File: src/rtl/timer_csr.sv
`default_nettype none
// ============================================================================
// Module   : timer_csr
// Purpose  : Register front end for the timer/PWM core: start pulse, PWM
//            shadow/active registers, sticky timeout status, counter and irq.
// Revision : 1.0 - initial release
// ============================================================================
module timer_csr (
    input  logic        clk,
    input  logic        rst,
    input  logic        req,
    input  logic        we,
    input  logic [4:0]  addr,
    input  logic [31:0] wdata,
    output logic [31:0] rdata,
    output logic        ack,
    output logic        timer_en,
    output logic        pwm_en,
    output logic [31:0] load_tmr0,
    output logic [15:0] load_pwm0,
    output logic [15:0] duty_cycle_pwm0,
    input  logic        timeout_dly,
    input  logic        pwm,
    output logic        irq
);

    localparam logic [2:0] c_reg_ctrl   = 3'd0;
    localparam logic [2:0] c_reg_load   = 3'd1;
    localparam logic [2:0] c_reg_pwm    = 3'd2;
    localparam logic [2:0] c_reg_status = 3'd3;
    localparam logic [2:0] c_reg_count  = 3'd4;

    logic        r_ack;
    logic [31:0] r_rdata;
    logic        r_start_pls;
    logic        r_te_q;
    logic        r_tmo_s;
    logic        r_tmo_q;
    logic        r_pwm_en;
    logic        r_auto_reload;
    logic        r_irq_en;
    logic [31:0] r_load;
    logic [15:0] r_period_sh;
    logic [15:0] r_duty_sh;
    logic [15:0] r_period;
    logic [15:0] r_duty;
    logic        r_timeout;
    logic        r_busy;
    logic [15:0] r_count;

    logic        w_acc;
    logic        w_wr;
    logic        w_rd;
    logic [2:0]  w_sel;
    logic        w_wr_ctrl;
    logic        w_wr_load;
    logic        w_wr_pwm;
    logic        w_wr_status;
    logic        w_wr_count;
    logic        w_edge;
    logic        w_reload;
    logic        w_start;
    logic        w_pwm_commit;
    logic [31:0] w_rd_mux;
    logic        w_unused;

    // Requests arriving during the ack cycle are dropped, capping the rate at one per two cycles.
    assign w_acc       = req & ~r_ack;
    assign w_wr        = w_acc & we;
    assign w_rd        = w_acc & ~we;
    assign w_sel       = addr[4:2];
    assign w_wr_ctrl   = w_wr & (w_sel == c_reg_ctrl);
    assign w_wr_load   = w_wr & (w_sel == c_reg_load);
    assign w_wr_pwm    = w_wr & (w_sel == c_reg_pwm);
    assign w_wr_status = w_wr & (w_sel == c_reg_status);
    assign w_wr_count  = w_wr & (w_sel == c_reg_count);
    assign w_unused    = &{1'b0, addr[1:0]};

    // timeout_dly is sampled first, so the edge is seen one cycle after it rises.
    assign w_edge   = r_tmo_s & ~r_tmo_q;
    assign w_reload = w_edge & r_auto_reload & r_busy & ~r_te_q;

    // A run that ends on this very edge frees the timer for a coincident START.
    assign w_start  = w_wr_ctrl & wdata[0] & ~w_reload &
                      (~r_busy | (w_edge & ~r_auto_reload));

    assign w_pwm_commit = w_wr_ctrl & (wdata[4] | (r_pwm_en & ~wdata[1]));

    always_comb begin
        w_rd_mux = '0;
        case (w_sel)
            c_reg_ctrl:   w_rd_mux = {28'd0, r_irq_en, r_auto_reload, r_pwm_en, 1'b0};
            c_reg_load:   w_rd_mux = r_load;
            c_reg_pwm:    w_rd_mux = {r_duty_sh, r_period_sh};
            c_reg_status: w_rd_mux = {29'd0, pwm, r_busy, r_timeout};
            c_reg_count:  w_rd_mux = {16'd0, r_count};
            default:      w_rd_mux = '0;
        endcase
    end

    always_ff @(posedge clk or posedge rst) begin
        if (rst) begin
            r_ack         <= 1'b0;
            r_rdata       <= '0;
            r_start_pls   <= 1'b0;
            r_te_q        <= 1'b0;
            r_tmo_s       <= 1'b0;
            r_tmo_q       <= 1'b0;
            r_pwm_en      <= 1'b0;
            r_auto_reload <= 1'b0;
            r_irq_en      <= 1'b0;
            r_load        <= 32'd1;
            r_period_sh   <= '0;
            r_duty_sh     <= '0;
            r_period      <= '0;
            r_duty        <= '0;
            r_timeout     <= 1'b0;
            r_busy        <= 1'b0;
            r_count       <= '0;
        end else begin
            r_ack       <= w_acc;
            r_rdata     <= w_rd ? w_rd_mux : 32'd0;
            r_start_pls <= w_start;
            r_te_q      <= timer_en;
            r_tmo_s     <= timeout_dly;
            r_tmo_q     <= r_tmo_s;

            if (w_wr_ctrl) begin
                r_pwm_en      <= wdata[1];
                r_auto_reload <= wdata[2];
                r_irq_en      <= wdata[3];
            end

            if (w_wr_load) begin
                r_load <= (wdata == 32'd0) ? 32'd1 : wdata;
            end

            if (w_wr_pwm) begin
                r_period_sh <= wdata[15:0];
                r_duty_sh   <= wdata[31:16];
            end

            if (w_wr_pwm & ~r_pwm_en) begin
                r_period <= wdata[15:0];
                r_duty   <= wdata[31:16];
            end else if (w_pwm_commit) begin
                r_period <= r_period_sh;
                r_duty   <= r_duty_sh;
            end

            if (w_edge) begin
                r_timeout <= 1'b1;
            end else if (w_wr_status & wdata[0]) begin
                r_timeout <= 1'b0;
            end

            if (w_wr_count) begin
                r_count <= '0;
            end else if (w_edge) begin
                r_count <= r_count + 16'd1;
            end

            if (w_start) begin
                r_busy <= 1'b1;
            end else if (w_edge & ~r_auto_reload) begin
                r_busy <= 1'b0;
            end
        end
    end

    assign ack             = r_ack;
    assign rdata           = r_rdata;
    assign timer_en        = r_start_pls | w_reload;
    assign pwm_en          = r_pwm_en;
    assign load_tmr0       = r_load;
    assign load_pwm0       = r_period;
    assign duty_cycle_pwm0 = r_duty;
    assign irq             = r_irq_en & r_timeout;

endmodule
`default_nettype wire
File: config.mk
export PLATFORM = sky130hd
export DESIGN_NAME = timer_csr
export DESIGN_NICKNAME = d
export VERILOG_FILES = /design/src/rtl/timer_csr.sv
export SDC_FILE = /design/constraint.sdc
export NUM_CORES = 1
export LEC_CHECK = 0
export ABC_AREA = 1
export ABC_CLOCK_PERIOD_IN_PS = 5000
export CAP_MARGIN = 5
export CORE_ASPECT_RATIO = 1.4
export CORE_MARGIN = 2
export CORE_UTILIZATION = 46
export CTS_CLUSTER_SIZE = 24
export DETAILED_ROUTE_END_ITERATION = 10
export PLACE_DENSITY_LB_ADDON = 0.05
export SYNTH_ARGS = -nofsm -noshare
export SYNTH_HDL_FRONTEND = slang
export SYNTH_SLANG_ARGS = --single-unit
File: constraint.sdc
create_clock -name clk -period 5 [get_ports clk]
set_input_delay 1 -clock clk [delete_from_list [all_inputs] [get_ports clk]]
set_output_delay 1 -clock clk [all_outputs]
set_load 0.01 [all_outputs]
---- Word-level counts from Yosys, hierarchy flattened ----
Cells that the tools add are included.
operators by class
  multiplexer cells ....................... 13
  reductions and logical operators ........ 6
  bitwise operators ....................... 33
  eq/ne operators ......................... 4
  add/sub/neg operators ................... 1
operators with widths
  cell                   number
  $pmux 32 s5            1
  $mux 16                6
  $mux 32                2
  $logic_not 32->1       1
  $and 1x1->1            21
  $add 16x1->16 const B  1
  $not 1->1              9
  $reduce_bool 2->1      4
  $eq 3x2->1 const B     2
  $mux 1                 4
  $eq 3x1->1 const B     1
  $eq 3x3->1 const B     1
  $logic_not 3->1        1
  $or 1x1->1             3
storage, ports and cells
  output and inout bits ................... 100
  register bits after elaboration ......... 154
  input bits .............................. 43
  word-level logic and storage cells ...... 74

---- Longest topological paths before layout ----
  depth after elaboration ................. 9
  gate-level depth with buffers ........... 9

---- Least setup slack after synthesis ----
No wires, ideal clock.
  kind .................................... register to output
  start ................................... register r_tmo_q
  end ..................................... output timer_en
  arrival ................................. 1.149 ns
  stages on the path, launching flop included .. 5
  path slack .............................. 2.851 ns
  cell sequence ........................... dfrtp_1 nor2_1 clkbuf_1 nand3_1 o21bai_1
between the ends
  longest elaborated chain between the ends .. 6
ends and longest elaborated chain
  what                      line  text
  start: declaration        38    logic r_tmo_q;
  start signal: assignment  126   r_tmo_q <= r_tmo_s;
  $not 1->1                 80    assign w_edge = r_tmo_s & ~r_tmo_q;
  $and 1x1->1               80
  $and 1x1->1 (3 in a row)  81    assign w_reload = w_edge & r_auto_reload & r_busy & ~r_te_q;
  $or 1x1->1                173   assign timer_en = r_start_pls | w_reload;
  end: declaration          17    output logic timer_en,
No other way between the ends.

---- Worst setup path in the final report ----
  start ................................... register r_tmo_s
  end ..................................... output timer_en
between the ends
  longest elaborated chain between the ends .. 5
ends and longest elaborated chain
  what                      line  text
  start: declaration        37    logic r_tmo_s;
  start signal: assignment  125   r_tmo_s <= timeout_dly;
  $and 1x1->1               80
  $and 1x1->1 (3 in a row)  81
  $or 1x1->1                173
No other way between the ends.

==> results.toml <==
[status]
status = "complete, no violations"

[place]
numPortBuffers = 140
dp_hpwl_um = 12290
gp_congestion = 0.8947
dpl_worst_slack_ns = 1.265

[clocking]
cts_setup_buffers = 0
cts_sinks = 154
cts_buffer_depth = 2
path_clk_slew_ns = 0.07
ctsHoldBuffers = 0
htreeDepth = 4
cts_tree = "yes"
cts_resized = 0
insertion_delay_ns = 0.42
cts_root_buf = "clkbuf_16"
cts_buffers = 17

[critical_path]
cp_cell_sequence = "inv_1 > nor2_1 > nand3_1 > o21bai_1 > clkdlybuf4s50_1"
cp_data_arrival_time_ns = 2.39
path_class = "flip-flop to output port"
critPathCaptureType = "output port"
critical_path_required_ns = 4.00
r2r_cells = 8
path_max_fanout = 13
cp_num_buf_inv = 2
reg2reg_to = "duty_cycle_pwm0[4]$_DFFE_PP0P_"
reg2reg_from = "ack$_DFF_PP0_"
cpPeakStageDelay_ns = 0.64
slowest_stage = "nor2_1"
crit_family = "simple AND/OR/NAND/NOR gates"
rrSetupSlack_ns = 2.76
startpoint_type = "flip-flop"

[floorplan]
dieArea_um2 = 15570
rows = 52
io_pins = 143
start_util_pct = 46.62
die_w_um = 106.0
dieHeight_um = 146.8
core-area_um2 = 14380

[sta]
drv_slew = 0
setup_tns_ns = 0
period_share_pct = 67.82
whs_ns = 0.3841
tightest_slew_ns = 0.9980
finClkSkew_ns = 0.01743
fin_crit_ns = 3.391
setup_viol = 0
setup_slack_ns = 1.609
max_freq_ghz = 0.2949
finalHoldViolations = 0
slew_headroom_pct = 33.31
rsz0062_at_grt = "false"

[grt]
track_usage_pct = 24.02
grt_pass1_vias = 5599
grt_max_degree = 155
gr-total-overflow = 0
antenna_found_initial = 0
grt_pass1_wl_um = 29100

[finish]
multi_input_area_um2 = 2421
final_cell_mix = "nand2_1, dfrtp_1, clkdlybuf4s50_1, nor2_1, inv_1"
fin_util_pct = 61.52
antenna_cells = 0
drive_gt1_share_pct = 7.684
nets = 955
n_fill_cell = 1260
area_growth_pct = 31.95
seqCellArea_um2 = 3855
final_common_cell = "nand2_1"

[detailed_routing]
vias = 5707
via_per_inst = 5.128
antenna_left = 0
wl_per_cell_um = 16.13
first_pass_iters = 5
wl_um = 17960
drc = 0
drt-initial-drc-count = 458

[worst_hold_path]
whs_endpoint = "r_tmo_q$_DFF_PP0_"
min_path_cells = 0
min_from = "r_tmo_s$_DFF_PP0_"
worst_hold_path_type = "flip-flop to flip-flop"

[synth]
ys_ff_latch = 154
synth.avg_cell_area_um2 = 8.650
synth-edff-count = 0
yosysWarningCount = 0
syn_area_um2 = 6704
syn_nets = 819
synth_cell_type_count = 34
syn_inst = 775
ys_seq_area_share_pct = 57.50
synthFlopType = "dfrtp_1"
async_reset_ff_share_pct = 100.0

[power_and_ir_drop]
irDropWorstVdd_mv = 0.2242
p_total_w = 0.003799
leakage_nw = 4.131
pwr_density_cell_nw_per_um2 = 429.4

[flow_run]
maxCapViolCount = 0
where the power goes:
| part | switching (W) | internal [W] | total, W |
|---|---|---|---|
| Combinational | 0.000393 | 0.000434 | 0.000828 |
| Sequential | 0.000181 | 0.00149 | 0.00168 |
| Clock | 0.000535 | 0.000761 | 0.00130 |
synth_stat cells, types with 3 or more instances:
cell	number	area share, %
o21ai_0	46	3.4
inv_1	71	4.0
buf_2	7	0.52
mux2_2	17	2.9
nand2_2	3	0.28
buf_4	4	0.45
o22ai_1	17	1.6
o221ai_1	6	0.78
a21oi_1	27	2.0
nand4_1	3	0.28
clkbuf_1	13	0.73
nand2_1	248	14
nor3_1	10	0.75
nand3_1	36	2.7
dfrtp_1	153	57
nor2_1	88	4.9
layer usage:
metal	GRT usage [%]	vias up	routed length, um
li1	-	2736	-
met1	30.38	2736	7203
met2	42.00	221	9465
met3	4.437	14	1089
met4	7.105	0	199
met5	0	-	0
per-stage QoR:
step / std cells / area, um2
after floorplan: 775 / 6708
after global placement: 1081 / 8248
after detailed placement: 1081 / 8248
after CTS: 1113 / 8846
after global routing: 1113 / 8846
final: 1113 / 8846
layout make-up:
class	instances	area share (%)
Clock inverter	14	1.796
Timing Repair Buffer	144	16.32
Multi-Input combinational cell	518	27.37
Sequential cell	154	43.58
Tap cell	189	2.673
Clock buffer	18	4.965
Inverter	76	3.296
state kept, by name, summed over array words and instances, names as in the netlist, 16 cells and up:
signal and flops:
duty_cycle_pwm0 16, load_pwm0 16, load_tmr0 32, r_count 16
r_duty_sh 16, r_period_sh 16, rdata 32
how the worst max path moves through the flow:
| stage | slack, ns | end | depth (start not counted) | from |
|---|---|---|---|---|
| 2_1_floorplan | 2.06 | ack$_DFF_PP0_ | 1 | rst |
| 3_3_place_gp | 1.35 | duty_cycle_pwm0[8]$_DFFE_PP0P_ | 7 | addr[3] |
| 3_5_place_dp | 1.27 | duty_cycle_pwm0[8]$_DFFE_PP0P_ | 7 | addr[3] |
| 4_1_cts | 1.57 | timer_en | 5 | r_tmo_s$_DFF_PP0_ |
| 5_1_grt | 1.37 | timer_en | 5 | r_tmo_s$_DFF_PP0_ |
| 6_report | 1.61 | timer_en | 5 | r_tmo_s$_DFF_PP0_ |
cell families after synthesis:
logic type	Yosys count	synth area share, %
and+or+nand+nor	399	24.67
muxes	17	2.855
AOI/OAI and AO/OA	100	8.268
DFF	154	57.50
xor gates and xnor gates	1	0.1307
adders and majority gates	1	0.1866
buffers and inverters	103	6.383
No activity file was read; power rests on OpenSTA's default activity.
